[src/rtl/benes_pkg.sv]
// Shared types and constants for the 8-port Benes routing path.
package benes_pkg;

  localparam int N = 8;
  localparam int W = 3;

  typedef logic [W-1:0] port_idx_t;

  typedef enum logic [1:0] {
    IDLE = 2'd0,
    RUN  = 2'd1,
    FIN  = 2'd2
  } state_t;

  // Index of the last entry processed before leaving RUN.
  localparam port_idx_t LAST_IDX = port_idx_t'(N - 1);

endpackage

[src/rtl/mn_serial_inverse.sv]
// Serial inverse-permutation engine: captures MP and builds MN (mn[mp[i]] = i)
// one entry per clock, flagging duplicate destinations instead of publishing
// a corrupt inverse.
module mn_serial_inverse
  import benes_pkg::*;
(
  input  logic         clk,
  input  logic         rst,
  input  logic         start,
  input  logic [W-1:0] mp0,
  input  logic [W-1:0] mp1,
  input  logic [W-1:0] mp2,
  input  logic [W-1:0] mp3,
  input  logic [W-1:0] mp4,
  input  logic [W-1:0] mp5,
  input  logic [W-1:0] mp6,
  input  logic [W-1:0] mp7,
  output logic         busy,
  output logic         done,
  output logic         perm_err,
  output logic [W-1:0] mn0,
  output logic [W-1:0] mn1,
  output logic [W-1:0] mn2,
  output logic [W-1:0] mn3,
  output logic [W-1:0] mn4,
  output logic [W-1:0] mn5,
  output logic [W-1:0] mn6,
  output logic [W-1:0] mn7
);

  state_t    state;
  state_t    state_nxt;

  port_idx_t mp_in       [N];
  port_idx_t mp_lat      [N];
  port_idx_t scratch     [N];
  port_idx_t scratch_nxt [N];
  port_idx_t mn_reg      [N];
  logic [N-1:0] seen;
  logic      dup;
  logic      dup_nxt;
  port_idx_t idx;

  // Gather the flattened input entries into an indexable array.
  always_comb begin
    mp_in[0] = mp0;
    mp_in[1] = mp1;
    mp_in[2] = mp2;
    mp_in[3] = mp3;
    mp_in[4] = mp4;
    mp_in[5] = mp5;
    mp_in[6] = mp6;
    mp_in[7] = mp7;
  end

  // State register.
  always_ff @(posedge clk or posedge rst) begin
    // NOTE: state is updated with non-blocking assignments so every flop samples pre-edge values.
    if (rst) state <= IDLE;
    else     state <= state_nxt;
  end

  // Next-state logic: one capture cycle, eight RUN cycles, one FIN cycle.
  always_comb begin
    // NOTE: default assignment first so no path leaves state_nxt unassigned (no latch).
    state_nxt = state;
    case (state)
      IDLE:    if (start) state_nxt = RUN;
      RUN:     if (idx == LAST_IDX) state_nxt = FIN;
      FIN:     state_nxt = IDLE;
      default: state_nxt = IDLE;
    endcase
  end

  // Scratch array and dup flag as they will look after this RUN step; the
  // last step publishes these directly so FIN already shows the full result.
  always_comb begin
    scratch_nxt = scratch;
    scratch_nxt[mp_lat[idx]] = idx;
    dup_nxt = dup | seen[mp_lat[idx]];
  end

  // Datapath: capture, serial scatter into scratch, and atomic publish of mn/perm_err.
  always_ff @(posedge clk or posedge rst) begin
    if (rst) begin
      // NOTE: the small arrays are reset explicitly; an abandoned run must leave no stale working state.
      for (int j = 0; j < N; j++) begin
        mp_lat[j]  <= '0;
        scratch[j] <= '0;
        mn_reg[j]  <= port_idx_t'(j);
      end
      seen     <= '0;
      dup      <= 1'b0;
      idx      <= '0;
      perm_err <= 1'b0;
    end else begin
      case (state)
        IDLE: begin
          if (start) begin
            for (int j = 0; j < N; j++) begin
              mp_lat[j]  <= mp_in[j];
              scratch[j] <= '0;
            end
            seen <= '0;
            dup  <= 1'b0;
            idx  <= '0;
          end
        end
        RUN: begin
          scratch             <= scratch_nxt;
          seen[mp_lat[idx]]   <= 1'b1;
          dup                 <= dup_nxt;
          idx                 <= idx + port_idx_t'(1);
          if (idx == LAST_IDX) begin
            // All eight mn entries change on one edge, and only for a valid MP.
            if (!dup_nxt) mn_reg <= scratch_nxt;
            perm_err <= dup_nxt;
          end
        end
        default: ;
      endcase
    end
  end

  // Status outputs decoded from state: busy through RUN, done for the single FIN cycle.
  always_comb begin
    busy = (state == RUN);
    done = (state == FIN);
  end

  assign mn0 = mn_reg[0];
  assign mn1 = mn_reg[1];
  assign mn2 = mn_reg[2];
  assign mn3 = mn_reg[3];
  assign mn4 = mn_reg[4];
  assign mn5 = mn_reg[5];
  assign mn6 = mn_reg[6];
  assign mn7 = mn_reg[7];

endmodule

[config.mk]
export PLATFORM = sky130hd
export DESIGN_NAME = mn_serial_inverse
export DESIGN_NICKNAME = d
export VERILOG_FILES = /design/src/rtl/benes_pkg.sv /design/src/rtl/mn_serial_inverse.sv
export SDC_FILE = /design/constraint.sdc
export NUM_CORES = 1
export LEC_CHECK = 0
export ABC_AREA = 1
export CORE_MARGIN = 1
export CORE_UTILIZATION = 38
export DETAILED_ROUTE_END_ITERATION = 8
export PLACE_DENSITY_LB_ADDON = 0.2
export SYNTH_ARGS = -nofsm -noshare
export SYNTH_HDL_FRONTEND = slang
export SYNTH_SLANG_ARGS = --single-unit
[constraint.sdc]
create_clock -name clk -period 3.6 [get_ports clk]
set_input_delay 0.72 -clock clk [delete_from_list [all_inputs] [get_ports clk]]
set_output_delay 0.72 -clock clk [all_outputs]
set_load 0.02 [all_outputs]
* Word level (Yosys, flattened, before mapping)
Index checks and enable logic that the tools add are counted.
** Word-level totals
- Register bits :: 87
- Output and inout bits :: 27
- Word-level logic and storage cells :: 75
** Operators by class
- Add/sub/neg operators :: 1
- Order comparisons :: 5
- Equality and inequality tests :: 5
- Mux-type cells :: 21
- Bitwise operators :: 5
- Reduce and logical (&&, ||, !) cells :: 9
** Operators by type and width (number)
- $pmux W24 S2 :: 1
- $bwmux W24 :: 1
- $mux W24 :: 1
- $pmux W8 S2 :: 1
- $mux W3 :: 4
- $bmux W3 S3 :: 1
- $demux W3 S3 :: 1
- $ge A4 B4 Y1 const B :: 2
- $mux W8 :: 1
- $not A3 Y4 :: 2
- $or A8 B8 Y8 :: 1
- $reduce_and A2 Y1 :: 4
- $pmux W3 S2 :: 1
- $lt A3 B4 Y1 const B :: 1
- $lt A4 B1 Y1 const B :: 1
- $mux W2 :: 2
- $pmux W2 S2 :: 1
- $add A3 B1 Y3 const B :: 1
- $bmux W1 S3 :: 1
- $demux W1 S3 :: 1
- $eq A3 B3 Y1 const B :: 1
- $ge A3 B1 Y1 const B :: 1
- $mux W1 :: 3
- $reduce_and A3 Y1 :: 1
- other kinds (10) :: 11

* Logic depth before layout (Yosys ltp)
Gate-level depths: netlist of run 1.
- Word-level depth :: 11
- Mapped depth :: 15
- Depth with buffers taken out :: 13

* Worst setup path after synthesis of run 1
Ideal clock, no wire load.
- Path kind :: input to register
- Start :: input start
- End :: register scratch[0] (netlist name)
- Setup time :: 0.066 ns
- Arrival :: 1.772 ns
- Required time :: 3.534 ns
- Setup slack :: 1.762 ns
- Stages :: 5
- Path through :: nand2_1 inv_1 nor2_1 clkbuf_1 a22o_1
** Between the ends
- Cells in the longest elaborated chain, start to end :: 2
** Ends and longest elaborated chain
- start: declaration :: RTL line mn_serial_inverse.sv:9 : input logic start,
- $ne A2 B2 Y1 (no line)
- $reduce_and A2 Y1 (no line)
- end signal: assignment :: RTL line mn_serial_inverse.sv:110 : scratch <= scratch_nxt;
- end: declaration :: RTL line mn_serial_inverse.sv:36 : port_idx_t scratch [N];
No other way between the ends.
A chain may end at the register's enable or synchronous reset.

* Worst setup path in the final report of run 1
- Start :: register idx[0]
- End :: register mn_reg, in the netlist mn3[2]
** Between the ends
- Cells in the longest elaborated chain, start to end :: 10
** Ends and longest elaborated chain
- start: declaration :: RTL line mn_serial_inverse.sv:42 : port_idx_t idx;
- start signal: assignment :: RTL line mn_serial_inverse.sv:113 : idx <= idx + port_idx_t'(1);
- $not A3 Y4 (not written as such) :: RTL line mn_serial_inverse.sv:79, mn_serial_inverse.sv:80
- $bmux W3 S3 :: RTL line mn_serial_inverse.sv:79, mn_serial_inverse.sv:80
- $mux W3 (not written as such) (2 in series) :: RTL line mn_serial_inverse.sv:79, mn_serial_inverse.sv:80
- $not A3 Y4 (not written as such) :: RTL line mn_serial_inverse.sv:79 : scratch_nxt[mp_lat[idx]] = idx;
- $ge A4 B4 Y1 (not written as such) or $lt A4 B1 Y1 (tied branches) :: RTL line mn_serial_inverse.sv:79
- $logic_and A1 B1 Y1 (not written as such) :: RTL line mn_serial_inverse.sv:79
- $mux W3 (not written as such) :: RTL line mn_serial_inverse.sv:79
- $demux W3 S3 :: RTL line mn_serial_inverse.sv:79
- $bwmux W24 :: RTL line mn_serial_inverse.sv:79
- end signal: indexed assignment :: RTL line mn_serial_inverse.sv:90 : mn_reg[j] <= port_idx_t'(j);
- end signal: assignment :: RTL line mn_serial_inverse.sv:116 : if (!dup_nxt) mn_reg <= scratch_nxt;
- end: declaration :: RTL line mn_serial_inverse.sv:38 : port_idx_t mn_reg [N];
Parallel ways exist; a longest one is shown, timed or not. The select of a mux whose other input is x is not followed.

==> impl_metrics.py, run 1 <==
metrics = {
    "grt": {
        "grt_pass1_wl_um": 16000,
        "antenna_found_initial": 0,
        "grt_pass1_vias": 3232,
        "grt_max_degree": 50,
        "grt_use_met2_pct": 28.6,
        "grt.busiest_layer": "met2",
        "grt-ovfl-total": 0,
        "use_met1_pct": 25.8,
        "grtUsageMet3_pct": 3.83,
        "grt_usage_pct": 18.2,
    },
    "synthesis": {
        "synth_warnings": 0,
        "synth_compound_area_share_pct": 12.3,
        "async_flop_share_pct": 100,
        "ys.flop_type": "dfrtp_1",
        "synth_simple_gate_area_share_pct": 26.9,
        "yosysSeqAreaShare_pct": 54.1,
        "syn_avg_cell_area_um2": 8.80,
        "synth_edf_count": 0,
        "synth_seq_cells": 87,
        "syn_inst": 461,
        "synth_top_family_by_area": "simple AND/OR/NAND/NOR gates",
        "syn_nets": 490,
        "muxShareOfSynthArea_pct": 0,
        "synth_xor_area_share_pct": 0,
        "syn_area_um2": 4060,
        "synth_cell_types": 25,
        "yosys.area_share.adder_pct": 0.617,
    },
    "sta": {
        "rsz0062_at_grt": "no",
        "clock_skew_ns": 0.0161,
        "period_needed_ns": 2.63,
        "final-setup-viol-count": 0,
        "finalSetupTns_ns": 0,
        "slew_viol_final": 0,
        "worst_pin_slew_ns": 0.747,
        "hold_viol": 0,
        "relSlewSlack_pct": 50.1,
        "period_share_pct": 73.2,
        "clock.fmax_mhz": 380,
    },
    "critical_path": {
        "critPathSlowestCell": "dfrtp_1",
        "worstSetupEndpointType": "flip-flop",
        "cp.arrival_ns": 2.88,
        "cpPeakStageDelay_ns": 0.64,
        "path_class": "reg -> reg",
        "crit_top_cell": "nand2_1",
        "required_ns": 3.84,
        "critPathMaxFanout": 26,
        "path_cells": "inv_2 > nand2_1 > nand3_1 > nand2_1 > nand2_1 > nand2_2 > nand2_1 > nand3_1 > nand2_2 > nor2_8 > nand3_4 > nand2_1 > nand2_1",
        "startpoint_type": "flip-flop",
    },
    "finish": {
        "num_antenna_cells": 0,
        "regArea_um2": 2190,
        "drive_gt1_share_pct": 10.2,
        "multiInputGateArea_um2": 1620,
        "fillers": 1002,
        "area_delta_synth_final_pct": 20.5,
        "final_nets": 536,
        "design_area_um2": 4890,
    },
    "detailed_routing": {
        "drc_errors": 0,
        "drt_iter0_markers": 163,
        "via_per_inst": 5.06,
        "ant_nets": 0,
        "vias": 3281,
        "wl_um": 9210,
        "dr.pass1.iters": 5,
        "avgRoutedWirePerCell_um": 14.2,
    },
    "run_status": {
        "status": "finished, final reports clean",
    },
    "clock_network": {
        "clockRootBuffer": "clkbuf_8",
        "cts_buffers": 9,
        "clock_path_buffers": 2,
        "cts_tree": "built",
        "cts.sinks": 87,
        "clk_pin_slew_ns": 0.09,
        "cts_setup_buffers": 0,
        "ctsHoldBuffers": 0,
        "ctsResizeCount": 0,
        "clock_latency_ns": 0.36,
        "ctsHtreeMaxLevel": 3,
    },
    "floorplan": {
        "die_area_um2": 11100,
        "rows": 37,
        "pin_count": 54,
        "die_w_um": 105,
        "initial_core_util_pct": 39.3,
        "design.core.area_um2": 10300,
        "die_height_um": 105,
    },
    "place": {
        "port_buffers": 53,
        "postPlaceCellArea_um2": 4680,
        "place.gp.congestion": 0.786,
        "dp_hpwl_um": 6190,
    },
    "job": {
        "cap_violations": 0,
    },
    "power": {
        "p_leak_nw": 2.30,
        "ir_drop_mv": 0.376,
        "power.density_nw_per_um2": 973,
    },
    "hold_path": {
        "hp-class": "reg -> reg",
    },
}
-- worst paths after layout --
kind	cells after the start	start	slack (ns)	endpoint
worst min register to register	2	mn3[0]	0.47	mn3[0]
worst min-delay path	2	mn3[0]	0.47	mn3[0]
max in group asynchronous	3	rst	2.06	mn4[2]
min in group asynchronous	2	rst	0.79	mp_lat[14]
worst max register to register	13	idx[0]	0.97	mn3[2]
worst max-delay path	13	idx[0]	0.97	mn3[2]
-- report_power, final --
part,total (mW),internal (mW),switching [mW],leakage [nW]
Sequential,1.63,1.40,0.225,1.09
Combinational,2.42,0.818,1.60,1.10
Clock,0.711,0.344,0.367,0.0993
-- registers in the layout, indices dropped and copies added, names as in the netlist --
signal,count
mp_lat,24
mn5,3
mn4,3
seen,8
perm_err,1
mn0,3
mn2,3
mn3,3
mn6,3
dup,1
mn1,3
mn7,3
idx,3
state,2
scratch,24
-- cell usage in the layout, fill, tap and decap left out, types with 10 or more instances in the layout --
master | synthesis | layout
nand2_1 | 155 | 155
clkdlybuf4s50_1 | 0 | 53
nand3_1 | 23 | 23
nand4_1 | 27 | 27
dfrtp_1 | 75 | 75
nor2_1 | 14 | 14
o21ai_0 | 49 | 49
a22o_1 | 24 | 24
dfstp_2 | 12 | 12
clkbuf_8 | 0 | 10
inv_1 | 29 | 28
-- metrics by stage --
step	hold WS [ns]	instances	setup WS (ns)	power [mW]	utilization [%]
2_1_floorplan	0.449	461	0.650	3.39	-
3_3_place_gp	0.454	632	1.06	4.03	45.4
3_5_place_dp	0.457	632	0.970	4.08	45.4
4_1_cts	0.471	648	0.917	4.80	47.4
5_1_grt	0.479	648	0.597	5.18	47.4
6_report	0.466	648	0.966	4.76	47.4
-- cells in the mapped netlist (3+ instances only) --
library cell	number	area (um^2)
nand3_1	23	115
dfstp_2	12	315
nand2_1	155	582
buf_6	3	33.8
a21oi_1	6	30.0
nand4_1	27	169
buf_2	9	45.0
o21ai_0	49	245
clkbuf_1	10	37.5
nand2_2	6	37.5
dfrtp_1	75	1880
nor2_1	14	52.6
a22o_1	24	210
inv_1	29	109
-- critical path: cells and delay by family, from the launching register on --
| kind | cells | cell delay (ns) |
|---|---|---|
| buf+inv | 1 | 0.26 |
| flops | 1 | 0.64 |
| simple gates | 12 | 1.62 |
-- cell type report --
cell class,count,share of cell area [%]
clock buffers,10,2.82
well taps,136,3.48
inverters,33,2.56
flip-flops and latches,87,44.8
multi-input cells,318,33.0
clock inverters,6,1.38
repair buffers,58,11.9
-- layer usage --
layer | wire length, um | vias to the layer above
met5 | 0 | -
met4 | 89 | 0
met3 | 340 | 9
met2 | 4240 | 69
met1 | 4540 | 1581
li1 | - | 1622
-- cell families (layout without fill, tap and decap cells) --
logic type               after synthesis  count (layout)
AND/OR/NAND/NOR                      235             235
adder cells (fa/ha/maj)                2               2
buffers and inverters                 56             107
flip-flops                            87              87
AO/OA/AOI/OAI                         81              81
Note: power is estimated with default switching activity, not from simulation.
==> run 2, diff against run 1 <==
==> constraint.sdc (replaced) <==
create_clock -name clk -period 2.3 [get_ports clk]
set_input_delay 0.46 -clock clk [delete_from_list [all_inputs] [get_ports clk]]
set_output_delay 0.46 -clock clk [all_outputs]
set_load 0.02 [all_outputs]
==> run 2 against run 1 <==
  * Non-clock buffer count is 12 higher
  * Combinational power is 76% higher
  * Critical path type unchanged
  * Critical path depth decreased by 3
  * Hold slack lost 0.040 ns
==> impl_metrics.py, run 2 (synthesis gave the netlist of run 1 again) <==
metrics = {
    "run_status": {
        "status": "finished, final reports clean",
    },
    "hold_path": {
        "hp-class": "in -> async",
    },
    "grt": {
        "antenna_found_initial": 0,
        "grt_usage_pct": 18.3,
        "grt-ovfl-total": 0,
        "grt_max_degree": 50,
        "grt_pass1_vias": 3166,
        "grt_pass1_wl_um": 16000,
    },
    "sta": {
        "hold_viol": 0,
        "period_share_pct": 92.4,
        "setup_ws_ns": 0.174,
        "worst_pin_slew_ns": 0.843,
        "final-setup-viol-count": 0,
        "slew_viol_final": 0,
        "rsz0062_at_grt": "no",
        "hold_slack_ns": 0.426,
        "clock_skew_ns": 0.0162,
        "relSlewSlack_pct": 43.6,
        "finalSetupTns_ns": 0,
        "period_needed_ns": 2.13,
        "clock.fmax_mhz": 470,
    },
    "detailed_routing": {
        "wl_um": 9510,
        "drc_errors": 0,
        "vias": 3322,
        "via_per_inst": 5.03,
        "ant_nets": 0,
        "dr.pass1.iters": 4,
        "drt_iter0_markers": 206,
        "avgRoutedWirePerCell_um": 14.4,
    },
    "place": {
        "place.gp.congestion": 0.850,
        "dp_hpwl_um": 6330,
        "postPlaceCellArea_um2": 4780,
        "dp.cells": 640,
        "pre_cts_slack_ns": 0.0588,
        "port_buffers": 53,
    },
    "clock_network": {
        "ctsHtreeMaxLevel": 3,
        "cts_buffers": 9,
        "clock_latency_ns": 0.37,
        "cts_tree": "built",
        "clock_path_buffers": 2,
        "clk_pin_slew_ns": 0.09,
        "cts.sinks": 87,
        "clockRootBuffer": "clkbuf_8",
    },
    "job": {
        "cap_violations": 0,
    },
    "floorplan": {
        "rows": 37,
        "die_height_um": 105,
        "initial_core_util_pct": 39.3,
        "die_w_um": 105,
        "design.core.area_um2": 10300,
        "pin_count": 54,
        "die_area_um2": 11100,
    },
    "power": {
        "power_mw": 7.89,
        "ir_drop_mv": 0.557,
        "p_leak_nw": 2.38,
        "power.density_nw_per_um2": 1560,
    },
    "critical_path": {
        "worstSetupEndpointType": "flip-flop",
        "cp.arrival_ns": 2.37,
        "required_ns": 2.54,
        "critPathMaxFanout": 12,
        "path_class": "reg -> reg",
        "startpoint_type": "flip-flop",
        "r2r_cells": 10,
    },
    "finish": {
        "layout_common_cells": "154 x nand2_1, 74 x dfrtp_1, 52 x clkdlybuf4s50_1",
        "final_common_cell": "nand2_1",
        "fin_cells": 661,
        "reg_top3": "mp_lat (24), scratch (24), seen (8)",
        "area_delta_synth_final_pct": 24.7,
        "design_area_um2": 5060,
        "fin_util_pct": 49.0,
        "drive_gt1_share_pct": 12.8,
        "final_nets": 549,
        "num_antenna_cells": 0,
    },
}
run 2: per-layer routing:
layer | wire length [um] | GRT usage (%) | vias up
met4 | 189 | 7.14 | 0
li1 | - | - | 1653
met3 | 403 | 3.34 | 16
met5 | 0 | 0 | -
met2 | 4210 | 26.6 | 81
met1 | 4710 | 26.8 | 1572
run 2: final timing paths:
check / end / from / slack, ns
max: mn3[2] / idx[2] / 0.17
min: mn6[0] / rst / 0.43
max reg2reg: mn3[2] / idx[2] / 0.17
min reg2reg: mn5[0] / mn5[0] / 0.46
max in group asynchronous: mn4[2] / rst / 1.26
min in group clk: mn5[0] / mn5[0] / 0.46
run 2: area by class of cell:
cell class / instances / area, um^2
clock buffer: 11 / 141
clock inverter: 5 / 57.6
fill: 974 / 5270
inverter: 33 / 133
multi-input combinational: 319 / 1640
sequential: 87 / 2190
tap: 136 / 170
timing repair buffer: 70 / 727
run 2: what timing repair did:
item / CTS / global route
endpoints found under the setup margin: 0 / 33
setup buffers: 0 / 4
hold buffers: 0 / 0
gates resized for setup: 0 / 11
run 2: where the power goes:
group | internal [mW] | total [mW] | switching [mW] | leakage (nW)
sequential | 2.20 | 2.54 | 0.337 | 1.09
clock | 0.533 | 1.09 | 0.558 | 0.103
combinational | 1.60 | 4.26 | 2.67 | 1.19
run 2: critical path, cell delays in order (launching register included):
cell	delay, ns
dfrtp_1	0.47
inv_1	0.32
nand3_1	0.20
nand2_4	0.18
nor2_2	0.07
nand3_1	0.09
nand2_2	0.09
nor2_8	0.20
nand3_4	0.22
nand2_1	0.11
nand2_1	0.06
==> edit (flow settings as in run 2) <==
The 3 states of `state_t` get a one-hot encoding in 3 bits.
--- a/src/rtl/benes_pkg.sv
+++ b/src/rtl/benes_pkg.sv
@@ -8,6 +8,6 @@
 
-  typedef enum logic [1:0] {
-    IDLE = 2'd0,
-    RUN  = 2'd1,
-    FIN  = 2'd2
+  typedef enum logic [2:0] {
+    IDLE = 3'b001,
+    RUN  = 3'b010,
+    FIN  = 3'b100
   } state_t;
Function: no difference found for any inputs over 4 cycles, from zero or initial values and one cycle with rst high; so few cycles prove little.
==> edit against run 2 <==
Count of clock-buffer cells in the layout unchanged. Sequential cell count is 1 higher. Synthesized area increased by 1.8%. Via count up 1.1%. Worst setup slack lost 0.065 ns. Core utilization shrank 0.087 points. Wire length down 0.14%. Final area grew 0.72%. Critical path type is now register to primary output.
Power is not compared: it rests on default switching activity, and its combinational part moved more than twofold at a synthesized area within 25%.
==> edit: results (changes against run 2) <==
status - finished, final reports clean
Synth Area in Adders - 0.606% (-0.011 points)
vias in the first global route - 3,248 (+2.6%)
slowest stage delay, CP - 0.56 ns (+0.09 ns)
Syn Inst Count - 472 (+2.4%)
GPL Wtd Cong - 0.842 (-0.92%)
largest net degree at the start of global routing - 89 (+78%)
Synth Net Count - 501 (+2.2%)
Total Routed Length - 9500 µm (-0.14%)
Worst R2R Path Depth - 7 (-3)
r2r endpoint - scratch[18]
net count reported at finish - 558 (+1.6%)
setup slack, reg-to-reg - 0.24 ns (+0.07 ns)
routed length on met2 - 4350 µm (+3.4%)
Global Route Usage Sum - 18.2% (-0.11 points)
Fmax achieved - 456 MHz (-3.0%)
dpl hpwl - 6560 µm (+3.7%)
DRT met1 WL - 4710 µm (about the same)
fraction of the yosys area taken by sequential cells - 53.7% (-0.33 points)
CP Launch Point - state[0]
CP max-delay cell - clkdlybuf4s50_1
reg2reg start - state[0]
routed wl met3 - 306 µm (-24%)
complex-gate fraction of the synthesized area - 11.7% (-0.55 points)
Slew HR - 69.2% (+26 points)
initial detailed-routing violation count - 143 (-31%)
Synth top cells by count - nand2_1, dfrtp_1, o21ai_0, inv_1, nand4_1
# fillers - 1,025 (+5.2%)
Via Count - 3,357 (+1.1%)
first-pass GRT wire length - 16,200 µm (+1.3%)
Setup crit end - busy
worst skew pair latency - 0.34 ns (-0.03 ns)
DRT Pass-1 Iters - 5 (+1)
[edit: worst min path at each step]
stage | start | to
final | mn2[1] | mn2[1]
after global routing | mn7[2] | mn7[2]
after CTS | mn7[2] | mn7[2]
after floorplan | mp_lat[0] | mp_lat[0]
after detailed placement | mn7[2] | mn7[2]
after global placement | mn3[0] | mn3[0]
[edit: through the flow]
step / hold WS (ns) / area [µm²] / total power [mW]
2_1_floorplan: 0.449 / 4130 / 3.50
3_3_place_gp: 0.453 / 4850 / 4.09
3_5_place_dp: 0.453 / 4850 / 4.12
4_1_cts: 0.467 / 5090 / 5.40
5_1_grt: 0.483 / 5090 / 5.74
6_report: 0.467 / 5090 / 5.36
[edit: report_power, final]
group | total (mW) | switching [mW] | leakage [nW] | internal (mW)
Combinational | 2.08 | 1.40 | 1.13 | 0.672
Sequential | 2.03 | 0.153 | 1.14 | 1.87
Clock | 1.26 | 0.534 | 0.110 | 0.723
[edit: cell type report]
class,instances,area (µm²),share of cell area (%)
multi-input cells,318,1600,31.3
well taps,136,170,3.34
clock inverters,5,105,2.06
repair buffers,72,711,14.0
flip-flops and latches,88,2220,43.6
clock buffers,11,131,2.58
inverters,40,161,3.17
[edit: kinds of logic (layout without fill, tap and decap cells)]
kind of cell / after synthesis / count (layout)
AND/OR/NAND/NOR: 235 / 235
flip-flops: 88 / 88
adder cells (fa/ha/maj): 2 / 2
AO/OA/AOI/OAI: 81 / 81
buffers and inverters: 66 / 128
[edit: critical path: cells and delay by family (launching register included)]
family | cells | cell delay, ns
DFF | 1 | 0.54
buffers and inverters | 3 | 0.72
and+or+nand+nor | 1 | 0.14
[edit: routing by layer]
metal,vias to the layer above,GRT usage (%)
li1,1667,-
met1,1621,26.3
met2,60,27.9
met3,9,2.64
met4,0,5.75
met5,-,0
